### src/rtl/video_pattern_gen.sv
`default_nettype none
// ============================================================================
// Module      : video_pattern_gen
// Description : Video timing generator (hsync/vsync/de) with an 8-bit
//               grayscale test pattern. Optional macro VIDEO_PATTERN_BORDER_EN
//               forces a 0xFF one-pixel border on the active area.
// Revision    : 1.0 - initial release
// ============================================================================
module video_pattern_gen #(
    parameter int H_ACTIVE = 1920,
    parameter int H_FP     = 88,
    parameter int H_SYNC   = 44,
    parameter int H_BP     = 148,
    parameter int V_ACTIVE = 1080,
    parameter int V_FP     = 4,
    parameter int V_SYNC   = 5,
    parameter int V_BP     = 36,
    parameter bit SYNC_POL = 1'b1
) (
    input  logic        clk,
    input  logic        rst,
    input  logic        en,
    input  logic [1:0]  pattern_sel,
    input  logic [7:0]  level,
    output logic [7:0]  pixel_out,
    output logic        hsync,
    output logic        vsync,
    output logic        de,
    output logic        frame_start,
    output logic [15:0] frame_cnt
);

    localparam int c_H_TOTAL  = H_ACTIVE + H_FP + H_SYNC + H_BP;
    localparam int c_V_TOTAL  = V_ACTIVE + V_FP + V_SYNC + V_BP;
    localparam int c_HW       = $clog2(c_H_TOTAL);
    localparam int c_VW       = $clog2(c_V_TOTAL);
    localparam int c_HS_START = H_ACTIVE + H_FP;
    localparam int c_HS_END   = H_ACTIVE + H_FP + H_SYNC;
    localparam int c_VS_START = V_ACTIVE + V_FP;
    localparam int c_VS_END   = V_ACTIVE + V_FP + V_SYNC;

    localparam logic [0:0] c_ST_IDLE = 1'b0;
    localparam logic [0:0] c_ST_RUN  = 1'b1;

    logic [0:0]      r_state;
    logic [0:0]      w_state_nxt;
    logic [c_HW-1:0] r_h_cnt;
    logic [c_HW-1:0] w_h_nxt;
    logic [c_VW-1:0] r_v_cnt;
    logic [c_VW-1:0] w_v_nxt;
    logic [1:0]      r_sel;
    logic [7:0]      r_level;
    logic            w_latch;

    logic [31:0] w_h;
    logic [31:0] w_v;
    logic        w_run;
    logic        w_h_last;
    logic        w_v_last;
    logic        w_frame_last;

    logic        w_de;
    logic        w_hs_act;
    logic        w_vs_act;
    logic        w_fs;
    logic [7:0]  w_pat;
    logic [7:0]  w_pix;

    // Widened counter views keep the decode compares and pattern bit picks
    // valid even when the counters are narrower than 8 bits.
    assign w_h          = 32'(r_h_cnt);
    assign w_v          = 32'(r_v_cnt);
    assign w_run        = (r_state == c_ST_RUN);
    assign w_h_last     = (w_h == c_H_TOTAL - 1);
    assign w_v_last     = (w_v == c_V_TOTAL - 1);
    assign w_frame_last = w_run && w_h_last && w_v_last;

    always_ff @(posedge clk) begin
        if (rst) begin
            r_state <= c_ST_IDLE;
            r_h_cnt <= '0;
            r_v_cnt <= '0;
            r_sel   <= '0;
            r_level <= '0;
        end else begin
            r_state <= w_state_nxt;
            r_h_cnt <= w_h_nxt;
            r_v_cnt <= w_v_nxt;
            if (w_latch) begin
                r_sel   <= pattern_sel;
                r_level <= level;
            end
        end
    end

    // en is only consulted in IDLE and on the last pixel of a frame.
    always_comb begin
        w_state_nxt = r_state;
        w_h_nxt     = r_h_cnt;
        w_v_nxt     = r_v_cnt;
        w_latch     = 1'b0;
        case (r_state)
            c_ST_IDLE: begin
                w_h_nxt = '0;
                w_v_nxt = '0;
                if (en) begin
                    w_state_nxt = c_ST_RUN;
                    w_latch     = 1'b1;
                end
            end
            c_ST_RUN: begin
                if (w_h_last) begin
                    w_h_nxt = '0;
                    if (w_v_last) begin
                        w_v_nxt = '0;
                        w_latch = en;
                        if (!en) begin
                            w_state_nxt = c_ST_IDLE;
                        end
                    end else begin
                        w_v_nxt = r_v_cnt + 1'b1;
                    end
                end else begin
                    w_h_nxt = r_h_cnt + 1'b1;
                end
            end
            default: begin
                w_state_nxt = c_ST_IDLE;
            end
        endcase
    end

    always_comb begin
        w_de     = w_run && (w_h < H_ACTIVE) && (w_v < V_ACTIVE);
        w_hs_act = w_run && (w_h >= c_HS_START) && (w_h < c_HS_END);
        w_vs_act = w_run && (w_v >= c_VS_START) && (w_v < c_VS_END);
        w_fs     = w_run && (w_h == 0) && (w_v == 0);
        case (r_sel)
            2'd0:    w_pat = w_h[7:0];
            2'd1:    w_pat = w_v[7:0];
            2'd2:    w_pat = (w_h[3] ^ w_v[3]) ? 8'hFF : 8'h00;
            default: w_pat = r_level;
        endcase
`ifdef VIDEO_PATTERN_BORDER_EN
        if ((w_h == 0) || (w_h == H_ACTIVE - 1) || (w_v == 0) || (w_v == V_ACTIVE - 1)) begin
            w_pat = 8'hFF;
        end
`endif
        w_pix = w_de ? w_pat : 8'h00;
    end

    always_ff @(posedge clk) begin
        if (rst) begin
            pixel_out   <= 8'h00;
            de          <= 1'b0;
            frame_start <= 1'b0;
            frame_cnt   <= 16'd0;
            hsync       <= ~SYNC_POL;
            vsync       <= ~SYNC_POL;
        end else begin
            pixel_out   <= w_pix;
            de          <= w_de;
            frame_start <= w_fs;
            hsync       <= w_hs_act ? SYNC_POL : ~SYNC_POL;
            vsync       <= w_vs_act ? SYNC_POL : ~SYNC_POL;
            if (w_frame_last) begin
                frame_cnt <= frame_cnt + 16'd1;
            end
        end
    end

endmodule
`default_nettype wire
### config.mk
export PLATFORM = sky130hd
export DESIGN_NAME = video_pattern_gen
export DESIGN_NICKNAME = d
export VERILOG_FILES = /design/src/rtl/video_pattern_gen.sv
export SDC_FILE = /design/constraint.sdc
export NUM_CORES = 1
export LEC_CHECK = 0
export CAP_MARGIN = 20
export CORE_MARGIN = 3
export CORE_UTILIZATION = 45
export CTS_CLUSTER_DIAMETER = 50
export DETAILED_ROUTE_END_ITERATION = 6
export GPL_TIMING_DRIVEN = 0
export PLACE_DENSITY = 0.74
export SYNTH_ARGS = -nofsm -noshare
export SYNTH_HDL_FRONTEND = slang
export SYNTH_SLANG_ARGS = --single-unit
### constraint.sdc
create_clock -name clk -period 1.7 [get_ports clk]
set_input_delay 0.425 -clock clk [delete_from_list [all_inputs] [get_ports clk]]
set_output_delay 0.425 -clock clk [all_outputs]
set_load 0.1 [all_outputs]
==> summary.md <==
| Metric | Value |
|---|---|
| GR Overflow Total | `0` |
| Core Util, Final | `approximately two thirds` |
| Final setup viols | `34` |
| Ant diodes | `0` |
| Antenna-violating nets left | `0` |
| Met1 usage | `roughly a quarter` |
| CP max stage delay | `approximately 0.36 ns` |
| #FFs+latches synth | `between 60 and 70` |
| Global routing's busiest layer | `met2` |
| Placer Congestion | `0.8658` |
| Status | `finished, violations left` |
| Layout Nets | `roughly 450` |
| Commonest non-fill, non-tap cell in the layout | `dfxtp_1` |
| Slew Limit Fails | `0` |
| Buf+Inv Stages, Crit Path | `1` |
| First-pass GRT wire length | `about 15000 um` |
| Worst-Skew Late Latency | `~0.35 ns` |
| Clock transition at the registers of the reported paths | `approximately 0.070 ns` |
| Gr usage total | `21.81%` |
| Post-synthesis simple-gate area fraction | `between 30% and 40%` |
| PortBufs | `40` |
| Core Area | `just under 7000 sq um` |
| Top achievable clock speed | `approximately 530 MHz` |
| Slowest-stage cell, CP | `dfxtp_4` |
| Failing checks | `setup timing` |
| Starting Density | `between 40% and 50%` |
| Clock skew | `approximately 0.0084 ns` |
| IO Pins | `41` |
| Setup repair after global routing missed its margin | `yes` |
| Drt pass-1 iters | `5` |
| Largest net degree at the start of global routing | `20` |
| Top Family by Delay on Critical Path | `simple AND/OR/NAND/NOR gates` |
| Critical Path Start | `r_v_cnt[0]$_SDFFE_PP0P_` |
| Vias per cell | `roughly 6` |
| Class of the tightest hold or removal check | `flip-flop to flip-flop` |
| Synthesized area | `3251 sq um` |
| Post-placement cell count | `around 490` |
| CTS Sinks | `62` |
| Worst Setup Slack, final | `-0.1886 ns` |
| Die Ht | `approximately 91 um` |
| Post-synthesis adder-cell area fraction | `between 1.5 and 2%` |
| Share of cells above drive strength 1 | `between 30% and 40%` |
| Slew HR | `63.05%` |
| CTS buffer count | `9` |
| Post-Layout Cell Count | `between 500 and 600` |
| CTS tree | `built` |
| Async set-or-reset flop fraction in the synthesized netlist | `0%` |
| Vias in the first global route | `roughly 3000` |
| Initial DRC Count | `between 200 and 250` |
| Worst-path fanout max | `6` |
| Register area share after synthesis | `a little under two fifths` |
| P&R area growth vs syn | `41.61%` |
| Post-synth EDFFs | `0` |
| Worst-Margin Slew | `about 0.56 ns` |
| Die area | `slightly above 8000 sq um` |
| FP Rows | `30` |
| Syn avg cell area | `9.105 sq um` |
| Syn nets | `between 300 and 400` |
| DR WL/cell | `17.67 um` |
| Final WL | `roughly 9400 um` |
| Area fraction in compound gates after synthesis | `under 10%` |
| CP Data Required Time | `between 1.5 and 2 ns` |
| Met2 usage | `approximately a third` |
| Clock tree buffer depth | `2` |
| Synth Warn # | `0` |
| Hold Fails Final Rpt | `0` |
| Commonest cells after routing, fill and taps aside | `dfxtp_1, nor2_1, nand2b_1` |
| Initial antenna violation count | `0` |
| Startpoint types | `flip-flop` |
| H-Tree Depth | `3` |
| XOR/XNOR Fraction of Synth Area | `approximately 3.8%` |
| CP endpoint kind | `flip-flop` |
| Residual DRC count | `0` |
| Critical path class | `flip-flop to flip-flop` |
| Clock root cell | `clkbuf_8` |
| Pwr/cell area | `slightly below 700 nW/um^2` |
| Post-detail-place hpwl | `slightly below 6000 um` |
| Mapped Cells | `357` |
| Worst hold path startpoint | `r_level[6]$_SDFFE_PP0P_` |
| Fin crit share | `111.1%` |
| Via Count | `a little over 3000` |
| Met3 usage | `approximately 6.4%` |
| Main synth FF type | `dfxtp_1` |
| Peak VDD IR | `approximately 0.47 mV` |
| Yosys cell types | `47` |
| Max-Cap Viols | `0` |
| Minimum clock period | `roughly 1.9 ns` |
| Worst EP arrival | `about 2.1 ns` |
| Leakage | `roughly 1.8 nW` |
| Mux share of post-synthesis cell area | `about 12%` |
| Die width | `~91 um` |
| Combinational family with the most area after synthesis | `simple AND/OR/NAND/NOR gates` |
| R2R Path Start | `r_v_cnt[0]$_SDFFE_PP0P_` |
| Crit-path cells | `inv_4 -> ha_4 -> and4bb_4 -> nand4_4 -> nor4_4 -> mux2_4` |
==> area by class of cell <==
type                       instances  area [sq um]
buffer                            18         142.6
clock buffer                       9         123.9
clock inverter                     7         97.59
fill                             547          2303
inverter                           7         31.28
multi-input combinational        267          2198
sequential                        62          1316
tap                               96         120.1
timing repair buffer              64         573.1
==> worst register-to-register path: stages (launching register included) <==
cell      delay, ns
dfxtp_4        0.36
inv_4          0.08
ha_4           0.14
and4bb_4       0.33
nand4_4        0.20
nor4_4         0.36
mux2_4         0.32
==> where the power goes <==
group	switching [mW]	internal, mW	leakage, nW
Sequential	0.0240	1.45	0.520
Combinational	0.103	0.0973	1.16
Clock	0.631	0.831	0.114
==> through the flow <==
| stage | hold slack, ns | setup slack (ns) | total power [mW] | area [sq um] | setup TNS [ns] |
|---|---|---|---|---|---|
| 6_report | 0.4878 | -0.1886 | 3.132 | 4603 | -3.382 |
| 5_1_grt | 0.5137 | -0.2581 | 3.242 | 4603 | -6.194 |
| 4_1_cts | 0.4875 | -0.1800 | 3.137 | 4408 | -4.045 |
| 3_5_place_dp | 0.4767 | -0.6491 | 1.682 | 3871 | -24.67 |
| 3_3_place_gp | 0.4657 | -0.6134 | 1.679 | 3871 | -22.85 |
| 2_1_floorplan | 0.4405 | 0.002126 | 1.616 | 3351 | 0 |
==> Yosys cell counts, types with 5 or more instances <==
cell,number,area (sq um)
mux2i_1,12,120.1
mux2_1,7,78.83
o21ai_0,5,25.02
nor3_1,9,45.04
dfxtp_1,62,1241
nor4_1,8,50.05
ha_1,5,62.56
nand2_1,22,82.58
and3_1,5,31.28
mux4_2,7,157.7
a21oi_1,13,65.06
nand4_1,15,93.84
clkbuf_1,8,30.03
inv_1,7,26.28
and2_1,12,75.07
a31oi_1,9,56.30
nand2b_1,25,156.4
and4_1,6,52.55
nand3_1,12,60.06
nor2b_1,12,75.07
nor2_1,31,116.4
xnor2_1,10,87.58
buf_2,9,45.04
==> state kept, by name, summed over array words and instances (netlist names) <==
signal	flops
de	1
frame_cnt	16
frame_start	1
hsync	1
pixel_out	8
r_h_cnt	12
r_level	8
r_sel	2
r_state	1
r_v_cnt	11
vsync	1
==> repair_timing <==
item                                    CTS  global route
endpoints found under the setup margin   84            63
resized for setup                       160            49
buffers inserted                         13             9
pin swaps                                17            12
hold buffers                              0             0
gates cloned                              1             2
endpoints found under the hold margin     0             0
==> metal layers <==
layer  part of all wire (%)  vias up
met4                    2.8        0
met3                    6.4       26
met2                     50      132
met1                     41     1513
met5                      0        -
li1                       -     1436
==> worst paths after layout <==
| kind | to | slack [ns] | cells after the start |
|---|---|---|---|
| setup / recovery | frame_cnt[12]$_SDFFE_PP0P_ | -0.19 | 6 |
| hold / removal | r_level[6]$_SDFFE_PP0P_ | 0.49 | 2 |
| setup reg to reg | frame_cnt[12]$_SDFFE_PP0P_ | -0.19 | 6 |
| hold reg to reg | r_level[6]$_SDFFE_PP0P_ | 0.49 | 2 |
==> cell families (layout without fill, tap and decap cells) <==
group	Yosys count	in the layout
buffers and inverters	29	105
muxes	30	30
DFF	62	62
xor gates and xnor gates	14	14
adders and majority gates	5	5
AOI/OAI and AO/OA	40	40
and+or+nand+nor	177	178
No activity file was read; power rests on OpenSTA's default activity.
